===== src/rtl/vendor_pkg.sv =====
// Shared types and pricing for the ticket vending controller.
package vendor_pkg;

  typedef enum logic [1:0] {
    ST_IDLE,
    ST_CHECK,
    ST_TICKET,
    ST_CHANGE
  } state_t;

  localparam int unsigned PRICE_W = 2;
  localparam int unsigned ONE_VAL = 1;
  localparam int unsigned TEN_VAL = 10;

  // Near half of the line costs 1 unit, far half costs 2.
  function automatic logic [PRICE_W-1:0] price(input logic [31:0] dest,
                                               input int unsigned stations);
    return (dest < 32'(stations / 2)) ? 2'd1 : 2'd2;
  endfunction

endpackage


===== src/rtl/vendor_rise_detect.sv =====
// Registered rising-edge detector: pulse_c is high for the first cycle a level is seen high.
module rise_detect (
  input  logic level,
  output logic pulse_c,
  input  logic clk,
  input  logic rst_n
);

  logic prev;

  always_ff @(posedge clk or negedge rst_n) begin
    if (!rst_n) prev <= 1'b0;
    else        prev <= level;
  end

  assign pulse_c = level & ~prev;

endmodule


===== src/rtl/vendor.sv =====
// Ticket vending controller: accumulates coin credit, then dispenses tickets
// and one-unit change (or refunds) as 1-high/1-low pulse trains.
module vendor
  import vendor_pkg::*;
#(
  parameter int unsigned WIDTH    = 8,
  parameter int unsigned STATIONS = 16
) (
  output logic             ticket,
  output logic             one_output,
  input  logic [WIDTH-1:0] dest,
  input  logic [WIDTH-1:0] count,
  input  logic             one_insert,
  input  logic             ten_insert,
  input  logic             done,
  input  logic             clk,
  input  logic             rst_n
);

  localparam int unsigned TOT_W = WIDTH + 2;
  localparam int unsigned SUM_W = WIDTH + 4;
  localparam logic [SUM_W-1:0] CREDIT_MAX = {4'b0000, {WIDTH{1'b1}}};
  localparam logic [WIDTH-1:0] DEC = WIDTH'(1);

  logic one_evt_c;
  logic ten_evt_c;
  logic done_evt_c;

  rise_detect u_one  (.level(one_insert), .pulse_c(one_evt_c),  .clk(clk), .rst_n(rst_n));
  rise_detect u_ten  (.level(ten_insert), .pulse_c(ten_evt_c),  .clk(clk), .rst_n(rst_n));
  rise_detect u_done (.level(done),       .pulse_c(done_evt_c), .clk(clk), .rst_n(rst_n));

  state_t           state;
  logic [WIDTH-1:0] credit;
  logic [WIDTH-1:0] dest_q;
  logic [WIDTH-1:0] count_q;
  logic [WIDTH-1:0] tickets_left;
  logic [WIDTH-1:0] change_left;

  // Saturating credit accumulation; the sum is formed wide enough that +11 never wraps.
  logic [SUM_W-1:0] coin_add_c;
  logic [SUM_W-1:0] credit_sum_c;
  logic [WIDTH-1:0] credit_next_c;

  assign coin_add_c    = (one_evt_c ? SUM_W'(ONE_VAL) : '0) + (ten_evt_c ? SUM_W'(TEN_VAL) : '0);
  assign credit_sum_c  = SUM_W'(credit) + coin_add_c;
  assign credit_next_c = (credit_sum_c > CREDIT_MAX) ? CREDIT_MAX[WIDTH-1:0]
                                                     : credit_sum_c[WIDTH-1:0];

  logic [TOT_W-1:0] total_c;
  logic             valid_c;
  logic             sale_c;

  assign total_c = TOT_W'(count_q) * TOT_W'(price(32'(dest_q), STATIONS));
  assign valid_c = 32'(dest_q) < STATIONS;
  assign sale_c  = valid_c && (total_c != '0) && (TOT_W'(credit) >= total_c);

  // The pulse outputs double as phase bits; the *_left counters hold pulses still
  // owed after the one currently being issued.
  always_ff @(posedge clk or negedge rst_n) begin
    if (!rst_n) begin
      state        <= ST_IDLE;
      credit       <= '0;
      dest_q       <= '0;
      count_q      <= '0;
      tickets_left <= '0;
      change_left  <= '0;
      ticket       <= 1'b0;
      one_output   <= 1'b0;
    end else begin
      case (state)
        ST_IDLE: begin
          credit <= credit_next_c;
          if (done_evt_c) begin
            dest_q  <= dest;
            count_q <= count;
            state   <= ST_CHECK;
          end
        end
        ST_CHECK: begin
          credit <= '0;
          if (sale_c) begin
            ticket       <= 1'b1;
            tickets_left <= count_q - DEC;
            change_left  <= credit - WIDTH'(total_c);
            state        <= ST_TICKET;
          end else begin
            tickets_left <= '0;
            if (credit != '0) begin
              one_output  <= 1'b1;
              change_left <= credit - DEC;
              state       <= ST_CHANGE;
            end else begin
              change_left <= '0;
              state       <= ST_IDLE;
            end
          end
        end
        ST_TICKET: begin
          if (ticket) begin
            ticket <= 1'b0;
          end else if (tickets_left != '0) begin
            ticket       <= 1'b1;
            tickets_left <= tickets_left - DEC;
          end else if (change_left != '0) begin
            one_output  <= 1'b1;
            change_left <= change_left - DEC;
            state       <= ST_CHANGE;
          end else begin
            state <= ST_IDLE;
          end
        end
        ST_CHANGE: begin
          if (one_output) begin
            one_output <= 1'b0;
          end else if (change_left != '0) begin
            one_output  <= 1'b1;
            change_left <= change_left - DEC;
          end else begin
            state <= ST_IDLE;
          end
        end
        default: state <= ST_IDLE;
      endcase
    end
  end

endmodule


===== config.mk =====
export PLATFORM = sky130hd
export DESIGN_NAME = vendor
export DESIGN_NICKNAME = d
export VERILOG_FILES = /design/src/rtl/vendor_pkg.sv /design/src/rtl/vendor_rise_detect.sv /design/src/rtl/vendor.sv
export SDC_FILE = /design/constraint.sdc
export NUM_CORES = 1
export LEC_CHECK = 0
export CORE_ASPECT_RATIO = 0.6
export CORE_MARGIN = 2
export CORE_UTILIZATION = 55
export CTS_CLUSTER_SIZE = 8
export DETAILED_ROUTE_END_ITERATION = 8
export PLACE_DENSITY = 0.75
export SYNTH_ARGS = -nofsm -noshare
export SYNTH_HDL_FRONTEND = slang
export SYNTH_SLANG_ARGS = --single-unit

===== constraint.sdc =====
create_clock -name clk -period 5.2 [get_ports clk]
set_clock_uncertainty 0.1 [all_clocks]
set_input_delay 1.04 -clock clk [delete_from_list [all_inputs] [get_ports clk]]
set_output_delay 1.04 -clock clk [all_outputs]
set_load 0.01 [all_outputs]

# == Word level (Yosys, flattened, before mapping) ==
# Index checks and enable logic that the tools add are counted.
# classes
n_eq_ne,13
magnitude_cmp,4
n_mux,37
mul,1
n_reduce_logical,16
n_bitwise,6
n_addsub,7
# ops
op,count
8-bit 2-to-1 mux,10
8-bit case mux with 2 select lines,2
8-bit by 1-bit subtractor with 8-bit output (second input constant),4
8-bit case mux with 3 select lines,1
8-bit nonzero test,3
2-bit inequality test (second input constant),10
2-bit 2-to-1 mux,9
1-bit 2-to-1 mux,11
8-bit by 10-bit >= comparator with 1-bit output,1
8-bit by 2-bit multiplier with 10-bit output,1
10-bit nonzero test,1
8-bit by 5-bit adder with 9-bit output,1
9-bit by 8-bit greater-than comparator with 1-bit output (second input constant),1
8-bit by 4-bit less-than comparator with 1-bit output (second input constant),1
8-bit by 5-bit less-than comparator with 1-bit output (second input constant),1
2-bit case mux with 4 select lines,1
8-bit subtractor,1
6-bit AND reduction,1
1-bit by 4-bit adder with 5-bit output,1
5-bit AND reduction,1
2-bit equality test (second input constant),2
4-bit 2-to-1 mux,1
2-bit AND reduction,2
4-bit AND reduction,1
10 further kinds,16
# word_totals
in_bits,21
output_inout_bits,2
word_cells,95
ff_bits,47

# == Logic depth before layout (Yosys ltp) ==
# depth
word_depth,8
ltp_mapped,18
depth_no_buf,16

# == By module ==
# Synthesis repeated with hierarchy kept, for this count alone.
# hier_totals
hier_cells,396
hier_area_um2,3489.6
# by_module_without_submodules
mod,n_inst,area_per_inst_um2,cells_each
vendor,1,3373.2,390
rise_detect,3,38.8,2

# == Worst setup path after synthesis ==
# OpenSTA, ideal clock, no wires.
# synth_path
kind,register to register
startpoint,reg dest_q[6]
endpoint,reg state[1]
synth_period_minus_slack_ns,3.959
t_arrival_ns,3.740
path_slack_ns,1.241
path_stages_with_launch,18
n_path_buf,2
required_time_ns,4.980
cell_sequence,dfrtp_1 or4_4 nor2_4 nor2_1 ha_1 ha_1 clkbuf_8 xor2_1 ha_1 a21oi_1 nand2_1 a221o_1 o221ai_1 nand2_2 nand2_4 buf_6 nand2_1 a31o_1
# synth_between
elab_chain_cells,8
word_cells_on_any_way,10
# synth_lines
item,line,text
start: declaration,vendor.sv:35,logic [WIDTH-1:0] dest_q;
start signal: assignment,vendor.sv:75,dest_q <= dest;
branches (longest 5 deep; another with 8-bit by 2-bit multiplier with 10-bit output),-,
1-bit logical AND *,vendor.sv:56,assign sale_c = valid_c && (total_c != '0) && (TOT_W'(credit) >= total_c);
2-bit 2-to-1 mux *,vendor.sv:82,if (sale_c) begin
2-bit case mux with 4 select lines *,vendor.sv:71,case (state)
end signal: assignment,vendor.sv:62,state <= ST_IDLE;
end signal: assignment,vendor.sv:77,state <= ST_CHECK;
end signal: assignment,vendor.sv:86,state <= ST_TICKET;
end: declaration,vendor.sv:33,state_t state;
# Mark *: on every way between the ends.
# A chain may end at the register's enable or synchronous reset.

# == Final worst setup path ==
# layout_path
startpoint,reg dest_q[6]
endpoint,reg change_left[4]
# layout_between
elab_chain_cells,8
word_cells_on_any_way,11
# layout_lines
item,line,text
branches (longest 6 deep; another with 8-bit by 2-bit multiplier with 10-bit output),-,
8-bit 2-to-1 mux *,vendor.sv:82,
8-bit case mux with 3 select lines *,vendor.sv:71,
end signal: assignment,vendor.sv:85,change_left <= credit - WIDTH'(total_c);
end signal: assignment,vendor.sv:91,change_left <= credit - DEC;
end signal: assignment,vendor.sv:107,change_left <= change_left - DEC;
end: declaration,vendor.sv:38,logic [WIDTH-1:0] change_left;
# Marked as above.

==> PnR_summary.wiki <==
{| class="wikitable"
! Metric !! Value
|-
| Worst-path cell chain || nor4_2 > nand2_1 > nor2_1 > ha_1 > ha_1 > xor2_1 > ha_1 > a21oi_1 > nand2_1 > a221o_1 > o221ai_1 > nand2_2 > nand2_4 > mux2i_1 > o211ai_1
|-
| YS warnings || 0
|-
| Syn Nets || 451
|-
| FFs w/ async S/R, synth || 100.0%
|-
| Total global routing track utilization || 26.15%
|-
| Non-Filler Cell Area, Final || 0.003832 mm^2
|-
| # IOs || 23
|-
| Rows || 22
|-
| Synth-to-layout area growth || 6.837%
|-
| Worst reg2reg path depth || 15
|-
| Number of diodes || 0
|-
| Clk slew on worst S/H paths || 90 ps
|-
| Effective utilization at floorplan || 57.66%
|-
| Number of gates given a new drive strength after cts || 0
|-
| Number of max-slew violations in the final report || 0
|-
| Insertion delay to the later sink of the worst-skew pair || 310 ps
|-
| Overflow after GRT || 0
|-
| Final Net Count || 458
|-
| Worst reg2reg endpoint || change_left[4]
|-
| Status || finished clean
|-
| Worst setup endpoint || change_left[4]
|-
| Total CTS buffers || 5
|-
| CTS H-Tree Depth || 2
|-
| Final weighted congestion in routability-driven placement || 0.9664
|-
| Wirelength, routed || 8.627 mm
|-
| Post-Synthesis Cells || 406
|-
| Main combinational cell family by area after synthesis || simple AND/OR/NAND/NOR gates
|-
| Mapped Avg Cell Area || 8.835 um^2
|-
| Drt first-iter violations || 259
|-
| Required time at the worst-slack endpoint || 5280 ps
|-
| Top cell type's share of synthesized area || 30.69%
|-
| Post-synthesis mux area share || 4.918%
|-
| IR Drop Worst-Case VDD || 0.0002819 V
|-
| Basic-gate share of the synthesized area counting and, or, nand and nor cells || 22.71%
|-
| Max clock buf depth || 2
|-
| Critical Path Source Type || flop
|-
| Compound-Gate Fraction of Synth Area || 22.36%
|-
| Fin. Hold Viols || 0
|-
| Via count of the first global-routing pass || 2940
|-
| Sort of element at the end of the critical path || flop
|-
| Crit-path slowest cell || sky130_fd_sc_hd__nor4_2
|-
| Signal arrival time at the worst endpoint || 4710 ps
|-
| Cell Area, Placed || 0.003740 mm^2
|-
| Number of enable-type register cells in the synthesized netlist || 0
|-
| Initial antenna violation count || 0
|-
| Buffer type at the clock tree root || sky130_fd_sc_hd__clkbuf_8
|-
| Wire length of the first global-routing pass || 14.66 mm
|-
| Pwr per Cell Area || 673.5 mW/mm^2
|-
| Number of nets with antenna violations after routing || 0
|-
| Pin count of the biggest net entering global routing || 45
|-
| Drt wl/cell || 17.32 um
|-
| Sequential area share after synthesis || 30.69%
|-
| Worst Setup Slack post-DPL || 693.2 ps
|-
| Number of setup violations in the final report || 0
|-
| Post-synthesis share of cell area spent on full adders, half adders and majority gates || 9.069%
|-
| Setup slack of the most critical reg-to-reg path || 570 ps
|-
| Worst hold path cell count || 2
|-
| Xor and xnor fraction of the mapped netlist area || 4.639%
|-
| Height of the chip || 66.56 um
|-
| Maximum cell stage delay along the critical path || 440 ps
|-
| Setup repair after global routing missed its margin || false
|-
| Count of hold buffers inserted by post-cts repair || 0
|-
| Worst setup path startpoint || dest_q[6]
|-
| # Max-Cap Violations || 0
|-
| Worst setup margin || 570.4 ps
|-
| Clock sink count || 44
|-
| Detailed-placement wirelength estimate || 6.348 mm
|-
| Number of synthesized register bits || 44
|-
| Synth cell types || 72
|-
| Clock tree from TritonCTS || built
|-
| Library cell with the largest summed area after synthesis || sky130_fd_sc_hd__dfrtp_1
|-
| WS Path Type || reg2reg
|-
| Number of optimization iterations in the first detailed-route pass || 5
|-
| Class of the worst hold path || reg2reg
|-
| Main synth FF type || sky130_fd_sc_hd__dfrtp_1
|-
| Core Area || 0.006221 mm^2
|-
| Maximum achievable frequency || 0.2160 GHz
|-
| Count of input and output buffers || 19
|-
| Final worst hold slack || 434.7 ps
|-
| Leading post-synthesis cells by cell area || sky130_fd_sc_hd__dfrtp_1 (31%), sky130_fd_sc_hd__ha_1 (7.7%), sky130_fd_sc_hd__mux2_2 (4.1%), sky130_fd_sc_hd__nor2_1 (3.6%), sky130_fd_sc_hd__a21oi_1 (3.5%)
|-
| Ratio of cells with drive above 1 in the final layout || 10.63%
|-
| Leakage power total || 1.624 nW
|-
| Vias || 3189
|-
| Share of the cycle needed by the critical path after routing || 89.03%
|-
| DRC Markers || 0
|-
| Floorplan die area || 0.007205 mm^2
|-
| Worst reg2reg path startpoint || dest_q[6]
|-
| Post-CTS setup repair buffer count || 0
|-
| Min cycle time layout || 4630 ps
|-
| Cell occurring most often along the worst timing path || sky130_fd_sc_hd__ha_1
|-
| Post-Route Setup TNS || 0 ps
|-
| CP max FO || 18
|-
| Least-Margin Pin Slew || 1003 ps
|-
| Ratio of routed vias to standard cells || 6.404
|-
| Post-synth design cell area || 0.003587 mm^2
|-
| Headroom to the max-slew limit || 33.13%
|-
| Width of the die || 108.3 um
|}
## cell families (layout without fill, tap and decap cells)
| group | Yosys count | count (layout) |
|---|---|---|
| buf+inv | 36 | 44 |
| xor+xnor | 19 | 19 |
| simple gates | 155 | 155 |
| mux | 16 | 16 |
| flops | 44 | 44 |
| compound gates | 111 | 111 |
| fa+ha+maj | 25 | 25 |
## power breakdown
| part | internal, W | switching, W | leakage [nW] |
|---|---|---|---|
| Combinational | 0.000673 | 0.000970 | 1.02 |
| Clock | 0.000106 | 0.000124 | 0.0510 |
| Sequential | 0.000480 | 0.000228 | 0.553 |
## per-stage QoR
step | utilization [%] | cells | total power (W)
4_1_cts | 61.61 | 498 | 0.002555
6_report | 61.61 | 498 | 0.002581
3_5_place_dp | 60.12 | 490 | 0.002312
3_3_place_gp | 60.12 | 490 | 0.002245
5_1_grt | 61.61 | 498 | 0.002814
2_1_floorplan | - | 406 | 0.001964
## area by class of cell
class	count	area (um^2)
tap	84	105.1
inverter	17	63.81
sequential	44	1101
clock buffer	6	82.58
clock inverter	2	10.01
multi-input combinational	326	2285
timing repair buffer	19	185.2
fill	571	2389
## metal layers
metal / track usage (%) / share of wire [%]
met1: 39.66 / 52
met2: 38.99 / 41
met3: 4.403 / 6.2
met4: 5.288 / 0.93
met5: 0 / 0
## flip-flops by register name (all words and copies together) (netlist names)
register,cells
u_one.prev,1
ticket,1
u_done.prev,1
state,2
change_left,8
tickets_left,8
count_q,8
one_output,1
credit,8
u_ten.prev,1
dest_q,5
## critical path: cells and delay by family, from the launching register on
kind	cells	cell delay [ps]
mux	1	360
simple gates	6	1480
fa+ha+maj	3	1010
xor+xnor	1	200
flops	1	420
compound gates	4	920
## how the worst min path moves through the flow
stage,start,endpoint
after floorplan,tickets_left[5],tickets_left[5]
after global placement,tickets_left[6],tickets_left[6]
after detailed placement,tickets_left[5],tickets_left[5]
after CTS,tickets_left[5],tickets_left[5]
after global routing,tickets_left[5],tickets_left[5]
final,tickets_left[5],tickets_left[5]
## Yosys cell counts (3+ instances only)
library cell	n
sky130_fd_sc_hd__a211o_1	3
sky130_fd_sc_hd__a211oi_1	4
sky130_fd_sc_hd__a21boi_0	6
sky130_fd_sc_hd__a21o_1	4
sky130_fd_sc_hd__a21oi_1	25
sky130_fd_sc_hd__a311oi_1	5
sky130_fd_sc_hd__a31oi_1	7
sky130_fd_sc_hd__and2_1	3
sky130_fd_sc_hd__clkbuf_1	10
sky130_fd_sc_hd__clkbuf_8	5
sky130_fd_sc_hd__dfrtp_1	44
sky130_fd_sc_hd__ha_1	22
sky130_fd_sc_hd__inv_1	17
sky130_fd_sc_hd__mux2_2	13
sky130_fd_sc_hd__mux2i_1	3
sky130_fd_sc_hd__nand2_1	29
sky130_fd_sc_hd__nand2b_1	6
sky130_fd_sc_hd__nand3_1	17
sky130_fd_sc_hd__nand3b_1	3
sky130_fd_sc_hd__nand4_1	7
sky130_fd_sc_hd__nor2_1	34
sky130_fd_sc_hd__nor2b_1	7
sky130_fd_sc_hd__nor3_1	21
sky130_fd_sc_hd__nor4_1	6
sky130_fd_sc_hd__o21a_1	3
sky130_fd_sc_hd__o21ai_0	22
sky130_fd_sc_hd__o221ai_1	5
sky130_fd_sc_hd__or3_1	4
sky130_fd_sc_hd__xnor2_1	8
sky130_fd_sc_hd__xor2_1	11
## placed cells by master (no fill, tap or decap), types with 8 or more instances in the layout
cell type | Yosys | layout
sky130_fd_sc_hd__nand3_1 | 17 | 17
sky130_fd_sc_hd__nor3_1 | 21 | 21
sky130_fd_sc_hd__o21ai_0 | 22 | 22
sky130_fd_sc_hd__clkdlybuf4s50_1 | 0 | 18
sky130_fd_sc_hd__xor2_1 | 11 | 11
sky130_fd_sc_hd__dfrtp_1 | 44 | 44
sky130_fd_sc_hd__ha_1 | 22 | 22
sky130_fd_sc_hd__nand2_1 | 29 | 29
sky130_fd_sc_hd__nor2_1 | 34 | 34
sky130_fd_sc_hd__xnor2_1 | 8 | 8
sky130_fd_sc_hd__mux2_2 | 13 | 13
sky130_fd_sc_hd__a21oi_1 | 25 | 25
sky130_fd_sc_hd__inv_1 | 17 | 17
(Power assumes the default switching activity.)
